===== src/rtl/rt_mem_pkg.sv =====
// Shared memory-path definitions for tri_reader and result_writer:
// halfword geometry, the writer state encoding and the Avalon byteenable.
package rt_mem_pkg;

   localparam int HWORD_W         = 16;
   localparam int BYTES_PER_HWORD = 2;

   localparam logic [BYTES_PER_HWORD-1:0] AVM_BYTEENABLE = 2'b11;

   typedef enum logic {
      IDLE  = 1'b0,
      WRITE = 1'b1
   } wr_state_e;

endpackage


===== src/rtl/result_writer_hword_serializer.sv =====
// Halfword serializer: walks one block MSB-halfword first onto the Avalon
// write port, holding address/data/write stable while waitrequest is high.
module hword_serializer
   import rt_mem_pkg::*;
#(
   parameter int NDWORDS = 1
)
(
   input  logic                    clk,
   input  logic                    reset,
   input  logic                    load_i,
   input  logic [31:0]             addr_i,
   input  logic [32*NDWORDS-1:0]   data_i,
   input  logic                    waitrequest_i,
   output logic                    write_o,
   output logic [31:0]             address_o,
   output logic [HWORD_W-1:0]      writedata_o,
   output logic                    busy_o,
   output logic                    lastXfer_o,
   output logic                    done_o
);

   localparam int BLOCKSZ = 32*NDWORDS;
   localparam int NHW     = 2*NDWORDS;
   localparam int CNT_W   = $clog2(NHW) + 1;

   wr_state_e            state_q;
   logic                 write_q;
   logic                 done_q;
   logic [31:0]          addr_q;
   logic [HWORD_W-1:0]   wdata_q;
   logic [BLOCKSZ-1:0]   shift_q;
   logic [CNT_W-1:0]     remain_q;
   logic                 xfer;
   logic                 lastXfer;

   assign xfer     = write_q && !waitrequest_i;
   assign lastXfer = xfer && (remain_q == '0);

   // remain_q counts halfwords still to go after the one currently presented;
   // a load on the last transfer keeps write high with no bubble.
   always_ff @(posedge clk) begin
      if (reset) begin
         state_q  <= IDLE;
         write_q  <= 1'b0;
         done_q   <= 1'b0;
         addr_q   <= '0;
         wdata_q  <= '0;
         shift_q  <= '0;
         remain_q <= '0;
      end else begin
         done_q <= lastXfer;
         if (load_i) begin
            state_q  <= WRITE;
            write_q  <= 1'b1;
            addr_q   <= addr_i;
            wdata_q  <= data_i[BLOCKSZ-1 -: HWORD_W];
            shift_q  <= data_i << HWORD_W;
            remain_q <= CNT_W'(NHW - 1);
         end else if (lastXfer) begin
            state_q <= IDLE;
            write_q <= 1'b0;
         end else if (xfer) begin
            addr_q   <= addr_q + 32'(BYTES_PER_HWORD);
            wdata_q  <= shift_q[BLOCKSZ-1 -: HWORD_W];
            shift_q  <= shift_q << HWORD_W;
            remain_q <= remain_q - CNT_W'(1);
         end
      end
   end

   assign write_o     = write_q;
   assign address_o   = addr_q;
   assign writedata_o = wdata_q;
   assign busy_o      = (state_q == WRITE);
   assign lastXfer_o  = lastXfer;
   assign done_o      = done_q;

endmodule


===== src/rtl/result_writer.sv =====
// Block writer: turns (baseaddr, index, data) requests into halfword Avalon
// writes. Define RESULT_WRITER_BUF_EN to add a one-entry request buffer.
module result_writer
   import rt_mem_pkg::*;
#(
   parameter int NDWORDS = 1
)
(
   input  logic                    clk,
   input  logic                    reset,
   input  logic [31:0]             baseaddr,
   input  logic [31:0]             index,
   input  logic                    write,
   input  logic [32*NDWORDS-1:0]   data,
   output logic                    iready,
   output logic                    wrdone,
   output logic                    avm_m0_write,
   output logic [31:0]             avm_m0_address,
   output logic [HWORD_W-1:0]      avm_m0_writedata,
   output logic [BYTES_PER_HWORD-1:0] avm_m0_byteenable,
   input  logic                    avm_m0_waitrequest
);

   localparam int BLOCKSZ = 32*NDWORDS;

   logic               busy;
   logic               lastXfer;
   logic               loadSlot;
   logic               accept;
   logic               serLoad;
   logic [31:0]        reqAddr;
   logic [31:0]        loadAddr;
   logic [BLOCKSZ-1:0] loadData;

   assign reqAddr  = baseaddr + index * 32'(4*NDWORDS);
   assign loadSlot = !busy || lastXfer;

`ifdef RESULT_WRITER_BUF_EN
   logic               bufValid_q;
   logic               bufValid_d;
   logic [31:0]        bufAddr_q;
   logic [BLOCKSZ-1:0] bufData_q;
   logic               bufCapture;

   // A request arriving on the last transfer with the buffer empty bypasses
   // the buffer and loads directly, so the buffer is always empty in IDLE.
   assign iready     = !busy || !bufValid_q;
   assign accept     = write && iready;
   assign bufCapture = accept && busy && !lastXfer;
   assign serLoad    = loadSlot && (bufValid_q || accept);
   assign loadAddr   = bufValid_q ? bufAddr_q : reqAddr;
   assign loadData   = bufValid_q ? bufData_q : data;

   always_comb begin
      bufValid_d = bufValid_q;
      if (lastXfer && bufValid_q) begin
         bufValid_d = 1'b0;
      end else if (bufCapture) begin
         bufValid_d = 1'b1;
      end
   end

   always_ff @(posedge clk) begin
      if (reset) begin
         bufValid_q <= 1'b0;
         bufAddr_q  <= '0;
         bufData_q  <= '0;
      end else begin
         bufValid_q <= bufValid_d;
         if (bufCapture) begin
            bufAddr_q <= reqAddr;
            bufData_q <= data;
         end
      end
   end
`else
   assign iready   = !busy;
   assign accept   = write && iready;
   assign serLoad  = accept && loadSlot;
   assign loadAddr = reqAddr;
   assign loadData = data;
`endif

   hword_serializer #(.NDWORDS(NDWORDS)) u_ser (
      .clk           (clk),
      .reset         (reset),
      .load_i        (serLoad),
      .addr_i        (loadAddr),
      .data_i        (loadData),
      .waitrequest_i (avm_m0_waitrequest),
      .write_o       (avm_m0_write),
      .address_o     (avm_m0_address),
      .writedata_o   (avm_m0_writedata),
      .busy_o        (busy),
      .lastXfer_o    (lastXfer),
      .done_o        (wrdone)
   );

   assign avm_m0_byteenable = AVM_BYTEENABLE;

endmodule


===== config.mk =====
export PLATFORM = sky130hd
export DESIGN_NAME = result_writer
export DESIGN_NICKNAME = d
export VERILOG_FILES = /design/src/rtl/rt_mem_pkg.sv /design/src/rtl/result_writer_hword_serializer.sv /design/src/rtl/result_writer.sv
export SDC_FILE = /design/constraint.sdc
export NUM_CORES = 1
export LEC_CHECK = 0
export ABC_AREA = 1
export BUFFER_PORTS_ARGS = -buffer_cell sky130_fd_sc_hd__buf_4
export CAP_MARGIN = 20
export CELL_PAD_IN_SITES_DETAIL_PLACEMENT = 0
export CELL_PAD_IN_SITES_GLOBAL_PLACEMENT = 2
export CORE_MARGIN = 4
export CORE_UTILIZATION = 30
export CTS_BUF_LIST = sky130_fd_sc_hd__clkbuf_4 sky130_fd_sc_hd__clkbuf_8
export DETAILED_ROUTE_END_ITERATION = 8
export HOLD_SLACK_MARGIN = 0.08
export PLACE_DENSITY = 0.95
export SLEW_MARGIN = 10
export SYNTH_ARGS = -nofsm -noshare
export SYNTH_HDL_FRONTEND = slang
export SYNTH_SLANG_ARGS = --single-unit

===== constraint.sdc =====
create_clock -name clk -period 4.09 [get_ports clk]
set_input_delay 0.2045 -clock clk [delete_from_list [all_inputs] [get_ports clk]]
set_output_delay 0.2045 -clock clk [all_outputs]
set_load 0.005 [all_outputs]

---- Yosys cells after proc, flatten, opt, wreduce, memory -nomap -nowiden ----
Index checks and enable logic that the tools add are counted.
word-level totals
  register bits ........................... 68
  logic and storage cells ................. 39
  output and inout port bits .............. 53
  memory bits (writable) .................. 0
  bits in latches ......................... 0
  memory bits (read-only) ................. 0
  memories ................................ 0
operators by class
  divide/modulo/power cells ............... 0
  $lt $le $gt $ge ......................... 0
  multiplexer cells ....................... 14
  add/sub/neg operators ................... 3
  bitwise operators ....................... 1
  reductions and logical operators ........ 13
  $mul .................................... 0
  equal/unequal tests ..................... 1
  shift-type cells ........................ 0
operators by type and width
  operator                                                count
  2-to-1 mux 32 bit                                       6
  2-to-1 mux 16 bit                                       3
  adder 32 x 2 -> 32 bit (second input constant)          1
  adder 32 bit                                            1
  2-to-1 mux 1 bit                                        5
  logical AND 1 bit                                       4
  AND reduction 2 bit                                     2
  nonzero test 2 bit                                      2
  zero test 1 bit                                         2
  zero test 2 bit                                         1
  inequality test 2 x 1 -> 1 bit (second input constant)  1
  OR reduction 2 bit                                      1
  subtractor 2 x 1 -> 2 bit (second input constant)       1
  logical OR 1 bit                                        1
  inverter 1 bit                                          1

---- Longest topological paths before layout ----
  depth in word-level cells ............... 7
  mapped depth ............................ 14
  mapped depth without buffers ............ 14

---- Modules after synthesis ----
A second synthesis with hierarchy kept.
unflattened totals
  cell total of the unflattened synthesis .. 1000
  area total of the unflattened synthesis .. 5930.7 µm²
modules (own cells, without submodules)
  module            sequential area each (µm²)  area each (µm²)  times used  cells an instance
  hword_serializer  1361.3                      3669.8           1           548
  result_writer     0.0                         2260.9           1           452

---- Worst setup path before layout ----
Ideal clock, no wire load.
  kind .................................... in2reg
  start point ............................. input port baseaddr[2]
  end point ............................... register u_ser.addr_q[18], in the netlist u_ser.address_o[18]
  required time ........................... 3.981 ns
  stages .................................. 12
  path buffers ............................ 0
  arrival time ............................ 1.510 ns
  slack ................................... 2.471 ns
  cell sequence ........................... ha_1 -> fa_1 -> nand2_1 -> nand2_1 -> nand3_1 -> nand2_1 -> nand2_1 -> nand3b_1 -> nand3_1 -> nand3_1 -> nand2_1 -> inv_1
between the ends
  longest elaborated chain between the ends .. 2
ends and longest elaborated chain
  element                 line                                  RTL
  start: declaration      result_writer.sv:11                   input logic [31:0] baseaddr,
  adder 32 bit            result_writer.sv:35                   assign reqAddr = baseaddr + index * 32'(4*NDWORDS);
  2-to-1 mux 32 bit       result_writer_hword_serializer.sv:53  if (load_i) begin
  end signal: assignment  result_writer_hword_serializer.sv:56  addr_q <= addr_i;
  end signal: assignment  result_writer_hword_serializer.sv:64  addr_q <= addr_q + 32'(BYTES_PER_HWORD);
  end: declaration        result_writer_hword_serializer.sv:30  logic [31:0] addr_q;
Every way passes these cells.
A chain may end at the register's enable or synchronous reset.

---- Worst setup path in the final report ----
  start point ............................. register u_ser.remain_q[0]
  end point ............................... register u_ser.addr_q[27], in the netlist u_ser.address_o[27]
between the ends
  longest elaborated chain between the ends .. 6
  elaborated cells on any way between the ends .. 8
ends and longest elaborated chain
  element                                                                                       line                                  RTL
  start: declaration                                                                            result_writer_hword_serializer.sv:33  logic [CNT_W-1:0] remain_q;
  start signal: assignment                                                                      result_writer_hword_serializer.sv:59  remain_q <= CNT_W'(NHW - 1);
  start signal: assignment                                                                      result_writer_hword_serializer.sv:67  remain_q <= remain_q - CNT_W'(1);
  zero test 2 bit *                                                                             result_writer_hword_serializer.sv:38  assign lastXfer = xfer && (remain_q == '0);
  logical AND 1 bit *                                                                           result_writer_hword_serializer.sv:38
  logical OR 1 bit                                                                              result_writer.sv:36                   assign loadSlot = !busy || lastXfer;
  logical AND 1 bit                                                                             result_writer.sv:79                   assign serLoad = accept && loadSlot;
  inequality test 2 x 1 -> 1 bit (no source line) / nonzero test 2 bit (equally long branches)  -
  AND reduction 2 bit (no source line)                                                          -
Mark *: on every way between the ends. The rest lies on a longest branch, timed or not.

==> results.py <==
metrics = {
    "run_status": {
        "outcome": "finished, final reports clean",
    },
    "drt": {
        "route.final.wire_length_um": 19500,
        "drtIter0Drc": 365,
        "drc": 0,
        "viasPerCell": 4.60,
        "wl_per_cell_um": 13.8,
        "ant_nets": 0,
        "dr.pass1.iters": 5,
        "vias": 6491,
    },
    "power": {
        "internal-power_mw": 1.30,
        "power_density_nw_per_um2": 272,
        "comb_power_share": 0.324,
        "swShare": 0.354,
        "power_mw": 2.02,
        "ir_drop_v": 0.000151,
        "p_clk_frac": 0.290,
        "pwr-share-seq": 0.386,
        "p_leak_nw": 3.84,
        "p_switching_uw": 714,
    },
    "worst_setup_path": {
        "cpPeakStageDelay_ns": 0.43,
        "end_kind": "flop",
        "path_max_fanout": 24,
        "worst_path_max_delay_cell": "nand3_2",
        "arrival_ns": 2.56,
        "required_ns": 4.35,
        "crit_top_cell": "inv_1",
        "start_kind": "flop",
        "crit_path_cell_trace": "inv_1 -> ha_1 -> inv_1 -> nand3_2 -> inv_2 -> nand3_1 -> o21ai_1 -> nand2_1 -> o21ai_1 -> inv_1 -> nand2_1 -> inv_1",
        "worstSetupPathType": "reg2reg",
    },
    "grt": {
        "grt_max_degree": 57,
        "overflow": 0,
        "grt_pass1_vias": 5979,
        "antenna_found_initial": 0,
        "grt_pass1_wl_um": 31300,
        "grt.total_usage": 0.177,
    },
    "sta": {
        "finalHoldViolCount": 0,
        "setup_violations": 0,
        "relSlewSlack": 0.313,
        "worstMarginPinSlew_ns": 1.03,
        "timing.hold.ws_ns": 0.0996,
        "post-route-period-util": 0.561,
        "fin_crit_ns": 2.30,
        "fmax_ghz": 0.436,
        "setup_tns_ns": 0,
        "fin_skew_ns": 0.0127,
        "rsz0062_at_grt": "false",
        "slew_violations": 0,
    },
    "clocking": {
        "tritoncts": "yes",
        "ctsHoldBuffers": 2,
        "htree_levels": 3,
        "cts_made_buffers": 9,
        "cts_buffer_depth": 2,
        "cts_root_buffer": "clkbuf_8",
        "cts_sinks": 68,
        "clock_latency_ns": 0.36,
        "cts_resized": 0,
        "clkTransAtPathRegs_ns": 0.08,
        "post_cts_buffers": 0,
    },
    "die": {
        "die_x_um": 148,
        "dieArea_um2": 21800,
        "ios": 153,
        "die_h_um": 148,
        "start_util": 0.309,
        "row_count": 50,
        "coreArea_um2": 19000,
    },
    "placement": {
        "port_buffers": 148,
        "place.gp.congestion": 0.812,
        "hpwl_um": 15400,
    },
    "synth": {
        "yosysWarnings": 0,
        "synth_cells": 1010,
        "synthMostInstantiatedCell": "nand2_1",
        "synth.area.top_cells": "dfxtp_1 23%, nand2_1 22%, inv_1 9.6%, ha_1 6.6%, a21oi_1 6.2%",
        "synth-main-ff-cell": "dfxtp_1",
        "synthTopCellsByCount": "348 x nand2_1, 150 x inv_1, 82 x nor2_1",
        "ys_seq_area_frac": 0.233,
        "synth_top_area_frac": 0.233,
        "synth_seq_cells": 68,
        "avgSynthCellArea_um2": 5.80,
        "yosys.area.top_type": "dfxtp_1",
        "synth-edff-count": 0,
        "async_reset_ff_frac": 0,
        "ys_types": 41,
        "syn_area_um2": 5850,
    },
    "job": {
        "maxCapViolCount": 0,
    },
    "hold_path": {
        "min_path_type": "in2reg",
    },
    "cells_and_area": {
        "drive_gt1_frac": 0.174,
        "nNetsFinal": 1279,
        "syn_to_final_growth_pct": 26.6,
        "antennaDiodeCount": 0,
    },
}
[metrics by stage]
step                      worst slack [ns]  area, µm²   util  cells
after floorplan                       2.47       5860      -   1011
after global placement                1.77       7190  0.379   1394
after detailed placement              1.78       7190  0.379   1394
after CTS                             1.76       7410  0.391   1412
after global routing                  1.56       7410  0.391   1412
final                                 1.79       7410  0.391   1412
[area by class of cell]
type | count | area (µm²)
clock inverter | 4 | 48.8
multi-input combinational | 755 | 3770
tap | 260 | 325
sequential | 68 | 1360
timing repair buffer | 154 | 1160
inverter | 159 | 597
fill | 2162 | 11500
clock buffer | 12 | 153
[sequential cells by signal (all words and copies together) (netlist names)]
register / count
u_ser.address_o: 32
u_ser.shift_q: 16
u_ser.writedata_o: 16
u_ser.remain_q: 2
u_ser.busy_o: 1
u_ser.done_o: 1
[per-layer routing]
metal,vias to the layer above,global-route usage,wire length [µm]
met3,13,0.0279,1160
met4,0,0.0289,174
met2,155,0.300,9050
met1,2846,0.242,9160
met5,-,0,0
li1,3477,-,-
[layout by cell type, fill, tap and decap left out, types with 3 or more instances in the layout]
cell type | Yosys | routed
nor2_1 | 82 | 81
xor2_1 | 12 | 12
o21ai_0 | 38 | 38
nor3_1 | 7 | 7
nand3b_1 | 7 | 7
clkbuf_8 | 0 | 10
a21oi_1 | 72 | 72
a21o_1 | 3 | 3
inv_1 | 150 | 150
xnor2_1 | 4 | 4
inv_2 | 8 | 8
nor2_4 | 5 | 6
buf_4 | 6 | 152
nand2_1 | 348 | 348
o211ai_1 | 3 | 3
nand4_1 | 13 | 13
o21ai_1 | 9 | 9
ha_1 | 31 | 31
nor2_2 | 5 | 5
nand2_2 | 4 | 4
nand3_1 | 70 | 70
dfxtp_1 | 68 | 68
nand3_2 | 3 | 3
a22oi_1 | 4 | 4
a31oi_1 | 16 | 16
[power by group through the flow]
stage	sequential [mW]	clock [mW]	combinational, mW
6_report	0.779	0.585	0.652
5_1_grt	0.789	0.623	0.750
4_1_cts	0.778	0.599	0.664
3_5_place_dp	0.794	0	0.660
3_3_place_gp	0.793	0	0.656
2_1_floorplan	0.779	0	0.396
[critical path: cells and delay by family, from the launching register on]
| kind | cells | cell delay [ns] |
|---|---|---|
| simple gates | 4 | 0.71 |
| fa+ha+maj | 1 | 0.20 |
| compound gates | 2 | 0.29 |
| buf+inv | 5 | 0.63 |
| flops | 1 | 0.32 |
[final timing paths]
| kind | start | end | slack (ns) | cells past startpoint |
|---|---|---|---|---|
| worst min-delay path | data[11] | u_ser.shift_q[27]$_SDFFE_PP0P_ | 0.1 | 3 |
| worst max-delay path | u_ser.remain_q[0]$_SDFFE_PP0P_ | u_ser.address_o[27]$_SDFFE_PP0P_ | 1.79 | 12 |
| worst min register to register | u_ser.remain_q[1]$_SDFFE_PP0P_ | u_ser.remain_q[1]$_SDFFE_PP0P_ | 0.46 | 2 |
| worst max register to register | u_ser.remain_q[0]$_SDFFE_PP0P_ | u_ser.address_o[27]$_SDFFE_PP0P_ | 1.79 | 12 |
[logic make-up after synthesis]
group,count (synthesis),synth area share
AOI/OAI and AO/OA,151,0.140
xor gates and xnor gates,16,0.0239
adders and majority gates,32,0.0697
buffers and inverters,188,0.126
DFF,68,0.233
other,1,0.000641
and+or+nand+nor,554,0.408
Power figures use the tool's default switching activity.
